[config.mk]
export PLATFORM = sky130hd
export DESIGN_NAME = flag_cond_reader
export DESIGN_NICKNAME = d
export VERILOG_FILES = /design/src/rtl/flag_cond_reader.sv
export SDC_FILE = /design/constraint.sdc
export NUM_CORES = 1
export LEC_CHECK = 0
export ABC_AREA = 1
export CORE_MARGIN = 5
export CORE_UTILIZATION = 50
export CTS_BUF_LIST = sky130_fd_sc_hd__clkbuf_8
export DETAILED_ROUTE_END_ITERATION = 10
export HOLD_SLACK_MARGIN = 0.06
export PLACE_DENSITY = 0.95
export SLEW_MARGIN = 20
export SYNTH_ARGS = -nofsm -noshare
export SYNTH_HDL_FRONTEND = slang
export SYNTH_SLANG_ARGS = --single-unit
[constraint.sdc]
create_clock -name clock -period 3.2 [get_ports clock]
set_input_delay 0.32 -clock clock [delete_from_list [all_inputs] [get_ports clock]]
set_output_delay 0.32 -clock clock [all_outputs]
set_load 0.05 [all_outputs]
[src/rtl/flag_cond_reader.sv]
// -----------------------------------------------------------------------------
// flag_cond_reader
//
// Read side of the ZCSO flag register. Accepts one branch request at a time,
// reads the flags through the flag register's registered read port, evaluates
// the condition code, and returns taken/not-taken together with the target.
// A saturating counter tracks how many taken results were handed over.
//
// Build option: FLAG_BYPASS_EN
//   defined   - a flag write that coincides with the CAPTURE cycle is merged
//               into the sampled flags (no stall).
//   undefined - such a sample is discarded and the flags are read again.
//
// Ports
//   clock          system clock, rising edge
//   reset          asynchronous, active-low reset
//   req_valid/req_ready/req_cond/req_target   branch request handshake
//   flag_rd_en     read strobe to the flag register
//   flag_rd_data   {O,S,C,Z}, valid the cycle after flag_rd_en
//   flag_wr_en/flag_wr_mask/flag_wr_data      ALU flag write in progress
//   res_valid/res_ready/res_taken/res_target  result handshake
//   cnt_clear      synchronous clear of taken_count (wins over increment)
//   taken_count    saturating count of accepted taken results
// -----------------------------------------------------------------------------
module flag_cond_reader #(
    parameter int ADDR_W = 16,
    parameter int CNT_W  = 16
) (
    input  logic              clock,
    input  logic              reset,
    input  logic              req_valid,
    output logic              req_ready,
    input  logic [3:0]        req_cond,
    input  logic [ADDR_W-1:0] req_target,
    output logic              flag_rd_en,
    input  logic [3:0]        flag_rd_data,
    input  logic              flag_wr_en,
    input  logic [3:0]        flag_wr_mask,
    input  logic [3:0]        flag_wr_data,
    output logic              res_valid,
    input  logic              res_ready,
    output logic              res_taken,
    output logic [ADDR_W-1:0] res_target,
    input  logic              cnt_clear,
    output logic [CNT_W-1:0]  taken_count
);

    typedef enum logic [1:0] {
        IDLE    = 2'd0,
        READ    = 2'd1,
        CAPTURE = 2'd2,
        RESP    = 2'd3
    } state_t;

    state_t             state_reg, state_next;
    logic               req_ready_reg;
    logic               flag_rd_en_reg;
    logic               res_valid_reg;
    logic               res_taken_reg;
    logic [3:0]         cond_reg;
    logic [3:0]         flags_reg;
    logic [ADDR_W-1:0]  target_reg;
    logic [CNT_W-1:0]   count_reg;
    logic [3:0]         eff_flags;
    logic               cond_true;

    // Codes come in complementary pairs (1/2, 3/4, ... 9/A, B/C, D/E, F/0):
    // the odd code is the true sense, the following even code its inverse.
    // Code 0 ("always") is the inverse of F ("never") through 4-bit wrap.
    function automatic logic eval_cond(input logic [3:0] cond, input logic [3:0] flags);
        logic       z, c, s, o;
        logic       base;
        logic [3:0] pair;
        {o, s, c, z} = flags;
        pair = cond[0] ? cond : cond - 4'd1;
        case (pair)
            4'h1:    base = z;
            4'h3:    base = c;
            4'h5:    base = s;
            4'h7:    base = o;
            4'h9:    base = (s == o);
            4'hB:    base = !z && (s == o);
            4'hD:    base = c && !z;
            default: base = 1'b0;       // 4'hF, never
        endcase
        return cond[0] ? base : !base;
    endfunction

`ifdef FLAG_BYPASS_EN
    // Forward an in-flight write over the registered read data.
    assign eff_flags = flag_wr_en ? ((flag_rd_data & ~flag_wr_mask) | (flag_wr_data & flag_wr_mask))
                                  : flag_rd_data;
`else
    assign eff_flags = flag_rd_data;
    // The write payload only matters for forwarding; keep it formally consumed.
    logic unused_wr;
    assign unused_wr = ^{flag_wr_mask, flag_wr_data};
`endif

    assign cond_true = eval_cond(cond_reg, eff_flags);

    always_comb begin
        state_next = state_reg;
        case (state_reg)
            IDLE:    if (req_valid && req_ready_reg) state_next = READ;
            READ:    state_next = CAPTURE;
`ifdef FLAG_BYPASS_EN
            CAPTURE: state_next = RESP;
`else
            // A concurrent write makes the sample stale: read again.
            CAPTURE: state_next = flag_wr_en ? READ : RESP;
`endif
            RESP:    if (res_ready) state_next = IDLE;
            default: state_next = IDLE;
        endcase
    end

    // Handshake/strobe outputs are registered copies of the next state so that
    // they are glitch-free and forced low while reset is asserted.
    always_ff @(posedge clock or negedge reset) begin
        if (!reset) begin
            state_reg      <= IDLE;
            req_ready_reg  <= 1'b0;
            flag_rd_en_reg <= 1'b0;
            res_valid_reg  <= 1'b0;
            res_taken_reg  <= 1'b0;
            cond_reg       <= '0;
            flags_reg      <= '0;
            target_reg     <= '0;
        end else begin
            state_reg      <= state_next;
            req_ready_reg  <= (state_next == IDLE);
            flag_rd_en_reg <= (state_next == READ);
            res_valid_reg  <= (state_next == RESP);
            if (state_reg == IDLE && req_valid && req_ready_reg) begin
                cond_reg   <= req_cond;
                target_reg <= req_target;
            end
            if (state_reg == CAPTURE && state_next == RESP) begin
                flags_reg     <= eff_flags;
                res_taken_reg <= cond_true;
            end
        end
    end

    always_ff @(posedge clock or negedge reset) begin
        if (!reset) begin
            count_reg <= '0;
        end else if (cnt_clear) begin
            count_reg <= '0;
        end else if (res_valid_reg && res_ready && res_taken_reg && (count_reg != '1)) begin
            count_reg <= count_reg + 1'b1;
        end
    end

    // Latched flags are kept for debug visibility only.
    logic unused_flags;
    assign unused_flags = ^flags_reg;

    assign req_ready   = req_ready_reg;
    assign flag_rd_en  = flag_rd_en_reg;
    assign res_valid   = res_valid_reg;
    assign res_taken   = res_taken_reg;
    assign res_target  = target_reg;
    assign taken_count = count_reg;

endmodule

==> impl_results.md, run 1 <==
* CTS tree: built
* Dpl hpwl at 3900 um
* Reg2Reg Capture Point: taken_count[13]$_DFFE_PN0P_
* Final instance area at 2980 um^2
* CTS root buffer: clkbuf_8
* HP Class: input pin to asynchronous set/reset pin
* CP max stage delay at 0.85 ns
* Max IR drop VDD at 0.678 mV
* Post-CTS Setup Inserts at 0
* Worst EP required at 2.88 ns
* Drt drc at 0
* Hold-fix buffers, CTS at 0
* CP max FO at 7
* Largest net degree at the start of global routing at 43
* Synth-to-Final Area Change at 37.4%
* Synth top area cells: dfrtp_1, nand2_1, mux2_2
* Mapped Avg Cell Area at 8.78 um^2
* Overall Global Routing Usage at 0.202
* CTS resizes at 0
* Wirelength per Cell at 14.2 um
* Num CTS Buffers at 5
* Most frequent cells in the layout: clkdlybuf4s50_1, nand2_1, dfrtp_1
* Global-route wire length before repair at 8710 um
* Seq/Total Area, Yosys at 0.484
* Drt total wl at 5240 um
* Met1 Wirelength at 1950 um
* Post-synth top area share at 0.484
* Relative slew slack at 0.378
* Startpoint Class: flip-flop
* Chip width at 75.9 um
* Clock buffer depth at 2
* Number of flops mapped to enable cells by yosys at 0
* Vias in the first global route at 1996
* Routed vias at 1985
* DR WL met2 at 2840 um
* Fin worst setup slack at 1.23 ns
* H-tree Lvls at 2
* Core area at 4290 um^2
* Ant. Diodes at 0
* Met3 WL post-DR at 360 um
* GP Congestion at 0.936
* Area leader, netlist: dfrtp_1
* R2r setup slk at 1.46 ns
* Area after DPL at 2870 um^2
* DRT antenna net count at 0
* Final hold viol count at 0
* Site row count at 24
* PnR Total Power at 2.38 mW
* Critical path cell sequence: clkdlybuf4s50_1
* Seq cells post-synth at 42
* FMAX at 509 MHz
* Final slew viol count at 0
* Starting Density at 0.505
* Worst reg2reg startpoint: taken_count[0]$_DFFE_PN0P_
* Die area at 5760 um^2
* Top-level I/O count at 74
* RSZ-0062 raised after global routing: false
* Minimum clock period at 1.97 ns
* Worst path bufs/invs at 1
* Sink Count at 42
* Leakage at 1.29 nW
* Total gr overflow at 0
* Crit path DAT at 1.65 ns
* Initial antenna violation count at 0
* TNS Setup at 0 ns
* Crit. End Element: output pin
* Kind of critical path: flip-flop to output pin
* Nets at 356
* Syn Inst Count at 247
* P per Cell Area at 797 nW/um^2
* Clk_lat worst skew at 0.30 ns
* Commonest non-fill, non-tap cell in the layout: clkdlybuf4s50_1
* Final worst path period share at 0.614
* R2R depth at 9
* Post-synth cell types at 31
* Mapped Nets at 287
* Total number of yosys warnings at 0
* Max-capacitance violation count at 0
* Routed vias/inst at 5.38
* Place WS at 1.28 ns
* Clock slew at reported path FFs at 0.09 ns
* I/O Buffers at 65
* DR top layer: met4
* Top_reg_cell synth: dfrtp_1
* Status: finished, final reports clean
* Post-synth ARST share at 1.00
* First DRT Iteration DRCs at 157
* Slowest stage cell on the critical path: clkdlybuf4s50_1
* Die Span Y at 75.9 um
* Syn Std Cell Area at 2170 um^2
* Top delay family on crit path: buffers and inverters
* Setup-failing EPs final at 0
* Clk_skew at 0.00904 ns
* DR pass1 iterations at 4
* Share of cells above drive strength 1 at 0.145
* Actual slew at the worst max-slew pin at 0.932 ns
==> synth_stat cells, drive strengths merged (2+ instances only) <==
| cell type | n |
|---|---|
| nand2 | 57 |
| dfrtp | 42 |
| inv | 27 |
| nor2 | 27 |
| nand3 | 23 |
| o21ai | 17 |
| mux2 | 16 |
| nand4 | 9 |
| nor3 | 6 |
| a21oi | 5 |
| xor2 | 3 |
| buf | 2 |
| clkinv | 2 |
| ha | 2 |
| o21bai | 2 |
==> routing by layer <==
metal | up-vias | global-route usage
li1 | 954 | -
met1 | 950 | 0.223
met2 | 73 | 0.366
met3 | 8 | 0.0580
met4 | 0 | 0.0757
met5 | - | 0
==> logic make-up (layout without fill, tap and decap cells) <==
| family | Yosys count | after routing | share of synthesized area |
|---|---|---|---|
| AND/OR/NAND/NOR | 125 | 125 | 0.273 |
| flip-flops | 42 | 42 | 0.484 |
| buffers and inverters | 32 | 102 | 0.0623 |
| AO/OA/AOI/OAI | 27 | 27 | 0.0738 |
| multiplexers | 16 | 16 | 0.0830 |
| XOR/XNOR | 3 | 3 | 0.0121 |
| adder cells (fa/ha/maj) | 2 | 2 | 0.0115 |
==> worst max path at each step <==
stage / slack (ns) / from / end / cells past startpoint
3_3_place_gp: 1.30 / req_valid / res_target[9]$_DFFE_PN0P_ / 5
2_1_floorplan: 1.36 / taken_count[0]$_DFFE_PN0P_ / taken_count[13]$_DFFE_PN0P_ / 9
6_report: 1.23 / taken_count[0]$_DFFE_PN0P_ / taken_count[0] / 1
3_5_place_dp: 1.28 / req_valid / res_target[4]$_DFFE_PN0P_ / 5
5_1_grt: 1.16 / taken_count[0]$_DFFE_PN0P_ / taken_count[0] / 1
4_1_cts: 1.23 / taken_count[0]$_DFFE_PN0P_ / taken_count[0] / 1
==> stage by stage <==
step / hold slack, ns / cells / util
5_1_grt: 0.221 / 369 / 0.694
4_1_cts: 0.179 / 369 / 0.694
2_1_floorplan: 0.0244 / 247 / -
3_5_place_dp: 0.493 / 361 / 0.668
3_3_place_gp: 0.486 / 361 / 0.668
6_report: 0.156 / 369 / 0.694
==> layout make-up <==
type	instances	area (um^2)
inverters	29	121
repair buffers	65	646
well taps	52	65.1
multi-input cells	173	983
clock inverters	3	45.0
clock buffers	5	68.8
flip-flops and latches	42	1050
fillers	333	1310
==> power breakdown <==
part	internal (mW)	switching [mW]
Clock	0.232	0.191
Combinational	0.422	0.747
Sequential	0.693	0.0912
Note: power is estimated with default switching activity, not from simulation.
==> run 2, diff against run 1 <==
CORE_UTILIZATION = 47   (was 50)
PLACE_DENSITY = 0.92   (was 0.95)
clock period = 2.1 ns   (was 3.2 ns; I/O delays follow)
==> impl_results.md, run 2 (synthesized netlist as in run 1, its figures left out) <==
* Status: finished, final reports clean
* R2r setup slk at 0.34 ns (-1.12 ns)
* DRT antenna net count at 0 (unchanged)
* Kind of critical path: flip-flop to output pin
* R2R depth at 9 (unchanged)
* Clock slew at reported path FFs at 0.09 ns (about the same)
* Initial antenna violation count at 0 (unchanged)
* Fin worst setup slack at 0.251 ns (-0.983 ns)
* Clk_skew at 0.0131 ns (+0.00404 ns)
* First DRT Iteration DRCs at 195 (+24%)
* Slowest stage cell on the critical path: clkdlybuf4s50_1
* CP max stage delay at 0.86 ns (about the same)
* Final-layout fill cell count at 340 (+2.1%)
* HP Class: input pin to asynchronous set/reset pin
* Starting Density at 0.491 (-0.0137)
* Commonest non-fill, non-tap cell in the layout: clkdlybuf4s50_1
* P per Cell Area at 1200 nW/um^2 (+50%)
* CTS tree: built
* I/O Buffers at 65 (unchanged)
* Routed vias at 1962 (-1.2%)
* Startpoint Class: flip-flop
* Crit path DAT at 1.64 ns (about the same)
* Clock Power Share at 0.179 (about the same)
* Final slew viol count at 0 (unchanged)
* Site row count at 24 (unchanged)
* CTS root buffer: clkbuf_8
* Synth-to-Final Area Change at 38.9%
* Logic gate share of total power at 0.494 (+0.002)
* Clock buffer depth at 2 (unchanged)
* Most frequent cells in the layout: clkdlybuf4s50_1, nand2_1, dfrtp_1
* DR pass1 iterations at 5 (+1)
* Clk_lat worst skew at 0.30 ns (about the same)
* Setup-failing EPs final at 0 (unchanged)
* Ant. Diodes at 0 (unchanged)
* Worst reg2reg startpoint: taken_count[0]$_DFFE_PN0P_
* Sink Count at 42 (unchanged)
* TNS Setup at 0 ns (unchanged)
* Top-level I/O count at 74 (unchanged)
* RSZ-0062 raised after global routing: false
* Routed vias/inst at 5.26 (-2.2%)
* Worst path bufs/invs at 1 (unchanged)
* GP Congestion at 0.842 (-10%)
* Overall Global Routing Usage at 0.174 (-0.0285)
* Drt drc at 0 (unchanged)
* Max-capacitance violation count at 0 (unchanged)
* H-tree Lvls at 2 (unchanged)
* Vias in the first global route at 1913 (-4.2%)
* Sw Pwr at 1.55 mW (+51%)
* Dpl hpwl at 3930 um (+0.78%)
* CP max FO at 6 (-1)
* Post-CTS Setup Inserts at 0 (unchanged)
* Total gr overflow at 0 (unchanged)
* Relative slew slack at 0.612 (+0.233)
* Core area at 4410 um^2 (+2.8%)
* Minimum clock period at 1.85 ns
* Wirelength per Cell at 13.7 um (-3.5%)
* Top delay family on crit path: buffers and inverters
* Drt total wl at 5110 um (-2.4%)
* Final hold viol count at 0 (unchanged)
* Die Span Y at 77.9 um (+2.7%)
* Largest net degree at the start of global routing at 28 (-35%)
* Crit. End Element: output pin
* Leakage at 1.31 nW (+1.4%)
* Sequential share of power at 0.328 (-0.002)
* Actual slew at the worst max-slew pin at 0.582 ns (-0.350 ns)
* Global-route wire length before repair at 8580 um (-1.6%)
* Internal power at 2.06 mW (+53%)
* Sw Ratio at 0.430 (-0.00352)
* Num CTS Buffers at 5 (unchanged)
* Worst EP required at 1.89 ns (-0.99 ns)
* Nets at 360 (+1.1%)
* Critical path cell sequence: clkdlybuf4s50_1
* Share of cells above drive strength 1 at 0.153 (+0.00754)
* Reg2Reg Capture Point: taken_count[1]$_DFFE_PN0P_
* Final worst path period share at 0.880
* Chip width at 77.9 um (+2.7%)
* Hold-fix buffers, CTS at 1 (+1)
* Die area at 6070 um^2 (+5.5%)
* Place WS at 0.361 ns (-0.918 ns)
* Max IR drop VDD at 0.990 mV (+46%)
* FMAX at 541 MHz
* CTS resizes at 0 (unchanged)
## run 2: power by group through the flow
stage	Clock, mW	Combinational [mW]	Sequential (mW)
2_1_floorplan	0	0.536	1.86
3_3_place_gp	0	1.76	1.18
3_5_place_dp	0	1.80	1.20
4_1_cts	0.654	1.80	1.19
5_1_grt	0.690	1.90	1.22
6_report	0.645	1.78	1.18
## run 2: how the worst max path moves through the flow
stage	start	end	slack [ns]	cells past startpoint
after floorplan	taken_count[0]$_DFFE_PN0P_	taken_count[13]$_DFFE_PN0P_	0.26	9
after global placement	req_valid	cond_reg[0]$_DFFE_PN0P_	0.37	7
after detailed placement	req_valid	cond_reg[1]$_DFFE_PN0P_	0.36	7
after CTS	taken_count[9]$_DFFE_PN0P_	taken_count[9]	0.26	1
after global routing	taken_count[0]$_DFFE_PN0P_	taken_count[0]	0.21	1
final	taken_count[9]$_DFFE_PN0P_	taken_count[9]	0.25	1
## run 2: per-layer routing
| metal | wire length (um) | share of wire | GRT usage | vias up |
|---|---|---|---|---|
| li1 | - | - | - | 965 |
| met1 | 1960 | 0.38 | 0.190 | 927 |
| met2 | 2720 | 0.53 | 0.314 | 62 |
| met3 | 341 | 0.067 | 0.0579 | 8 |
| met4 | 87 | 0.017 | 0.0591 | 0 |
| met5 | 0 | 0 | 0 | - |
## run 2: worst register-to-register path, stage by stage, from the launching register on
cell      delay, ns
dfrtp_1        0.47
ha_1           0.24
nand3_2        0.13
nor2_2         0.20
nand3_2        0.12
nand2_4        0.16
nand2_4        0.14
clkinv_8       0.12
nand2_1        0.06
nand2_1        0.05
## run 2: final cells by class
class / instances / area [um^2] / share of cell area
clock buffers: 5 / 68.8 / 0.0228
well taps: 52 / 65.1 / 0.0216
multi-input cells: 173 / 983 / 0.326
clock inverters: 3 / 45.0 / 0.0150
repair buffers: 69 / 678 / 0.225
inverters: 29 / 121 / 0.0403
flip-flops and latches: 42 / 1050 / 0.349
## run 2: metrics by stage
step                hold slack [ns]  area (um^2)  total power, mW  std cells  utilization
floorplan                   -0.0856         2170             2.40        247            -
global placement              0.248         2890             2.95        364        0.654
detailed placement            0.250         2890             3.00        364        0.654
CTS                           0.465         3010             3.65        373        0.683
global route                  0.472         3010             3.81        373        0.683
finish                        0.447         3010             3.61        373        0.683
==> run 3, diff against run 2 <==
CORE_UTILIZATION = 50   (was 47)
GPL_TIMING_DRIVEN = 1   (was default)
PLACE_DENSITY = 0.95   (was 0.92)
SLEW_MARGIN = default   (was 20)
clock period = 2.3 ns   (was 2.1 ns; I/O delays follow)
==> impl_results.md, run 3 (synthesized netlist as in run 1, its figures left out) <==
* Commonest non-fill, non-tap cell in the layout: clkdlybuf4s50_1
* Relative slew slack at 0.379 (-0.232)
* Worst EP required at 2.07 ns (+0.18 ns)
* Worst path bufs/invs at 1 (unchanged)
* Max IR drop VDD at 0.895 mV (-9.6%)
* Nets at 357 (-0.83%)
* Routed vias/inst at 5.35 (+1.7%)
* Fin worst setup slack at 0.442 ns (+0.191 ns)
* Minimum clock period at 1.86 ns
* Leakage at 1.31 nW (-0.48%)
* HP Class: input pin to asynchronous set/reset pin
* Total gr overflow at 0 (unchanged)
* DR pass1 iterations at 5 (unchanged)
* Num CTS Buffers at 5 (unchanged)
* R2r setup slk at 0.57 ns (+0.23 ns)
* Overall Global Routing Usage at 0.202 (+0.0281)
* Crit. End Element: output pin
* RSZ-0062 raised after global routing: false
* Post-CTS Setup Inserts at 0 (unchanged)
* CTS tree: built
* Setup-failing EPs final at 0 (unchanged)
* Most frequent cells in the layout: clkdlybuf4s50_1, nand2_1, dfrtp_1
* WHS at 0.0817 ns (-0.365 ns)
* Reg2Reg Capture Point: taken_count[13]$_DFFE_PN0P_
* Clk_skew at 0.00700 ns (-0.00608 ns)
* CTS resizes at 0 (unchanged)
* Top delay family on crit path: buffers and inverters
* Hold-fix buffers, CTS at 0 (-1)
* Site row count at 24 (unchanged)
* Sink Count at 42 (unchanged)
* Place WS at 0.547 ns (+0.186 ns)
* Actual slew at the worst max-slew pin at 0.931 ns (+0.348 ns)
* Dpl hpwl at 3920 um (about the same)
* Initial antenna violation count at 0 (unchanged)
* Drt total wl at 5290 um (+3.6%)
* Final hold viol count at 0 (unchanged)
* DRT antenna net count at 0 (unchanged)
* Synth-to-Final Area Change at 37.5%
* Max-capacitance violation count at 0 (unchanged)
* Final slew viol count at 0 (unchanged)
* Status: finished, final reports clean
* Global-route wire length before repair at 8810 um (+2.7%)
* Clk_lat worst skew at 0.29 ns (about the same)
* Startpoint Class: flip-flop
* CP max FO at 7 (+1)
* Clock buffer depth at 2 (unchanged)
* R2R depth at 9 (unchanged)
* Share of cells above drive strength 1 at 0.148 (-0.00485)
* H-tree Lvls at 2 (unchanged)
* PnR Total Power at 3.29 mW (-9.0%)
* GP Congestion at 0.927 (+10%)
* Kind of critical path: flip-flop to output pin
* Starting Density at 0.505 (+0.0137)
* Final worst path period share at 0.808
* Clock slew at reported path FFs at 0.08 ns (about the same)
* Final-layout fill cell count at 317 (-6.8%)
* P per Cell Area at 1100 nW/um^2 (-8.1%)
* Routed vias at 1980 (+0.92%)
* Worst reg2reg startpoint: taken_count[0]$_DFFE_PN0P_
* Crit path DAT at 1.63 ns (about the same)
* Drt drc at 0 (unchanged)
* Top-level I/O count at 74 (unchanged)
* I/O Buffers at 65 (unchanged)
* TNS Setup at 0 ns (unchanged)
* CTS root buffer: clkbuf_8
* Slowest stage cell on the critical path: clkdlybuf4s50_1
* CP max stage delay at 0.85 ns (about the same)
* Core area at 4290 um^2 (-2.7%)
* Wirelength per Cell at 14.3 um (+4.4%)
* Chip width at 75.9 um (-2.7%)
* Critical path cell sequence: clkdlybuf4s50_1
* Die Span Y at 75.9 um (-2.7%)
* Largest net degree at the start of global routing at 43 (+54%)
* Ant. Diodes at 0 (unchanged)
* First DRT Iteration DRCs at 165 (-15%)
* Vias in the first global route at 1977 (+3.3%)
* Die area at 5760 um^2 (-5.2%)
* FMAX at 538 MHz
-- run 3: how the worst max path moves through the flow --
stage | startpoint | to | slack, ns | cells after the start
2_1_floorplan | taken_count[0]$_DFFE_PN0P_ | taken_count[13]$_DFFE_PN0P_ | 0.46 | 9
3_3_place_gp | req_valid | cond_reg[0]$_DFFE_PN0P_ | 0.56 | 7
3_5_place_dp | req_valid | cond_reg[1]$_DFFE_PN0P_ | 0.55 | 7
4_1_cts | taken_count[0]$_DFFE_PN0P_ | taken_count[0] | 0.43 | 1
5_1_grt | taken_count[0]$_DFFE_PN0P_ | taken_count[0] | 0.38 | 1
6_report | taken_count[0]$_DFFE_PN0P_ | taken_count[0] | 0.44 | 1
-- run 3: per-stage QoR --
stage / area (um^2) / util / std cells
after floorplan: 2170 / - / 247
after global placement: 2870 / 0.669 / 362
after detailed placement: 2870 / 0.669 / 362
after CTS: 2980 / 0.695 / 370
after global routing: 2980 / 0.695 / 370
final: 2980 / 0.695 / 370
-- run 3: layout make-up --
type                            count  area, um^2  share of cell area
Inverter                           29         121              0.0407
Tap cell                           52        65.1              0.0218
Timing Repair Buffer               66         653               0.219
Sequential cell                    42        1050               0.352
Multi-Input combinational cell    173         983               0.330
Clock inverter                      3        40.0              0.0134
Clock buffer                        5        68.8              0.0231
-- run 3: metal layers --
metal	part of all wire	track usage	up-vias	wire, um
li1	-	-	953	-
met1	0.39	0.238	938	2080
met2	0.53	0.354	76	2790
met3	0.059	0.0515	13	311
met4	0.020	0.0738	0	105
met5	0	0	-	0
-- run 3: where the power goes --
group	switching, mW	internal [mW]
registers	0.125	0.964
clock network	0.246	0.319
logic	1.04	0.592
total	1.41	1.88
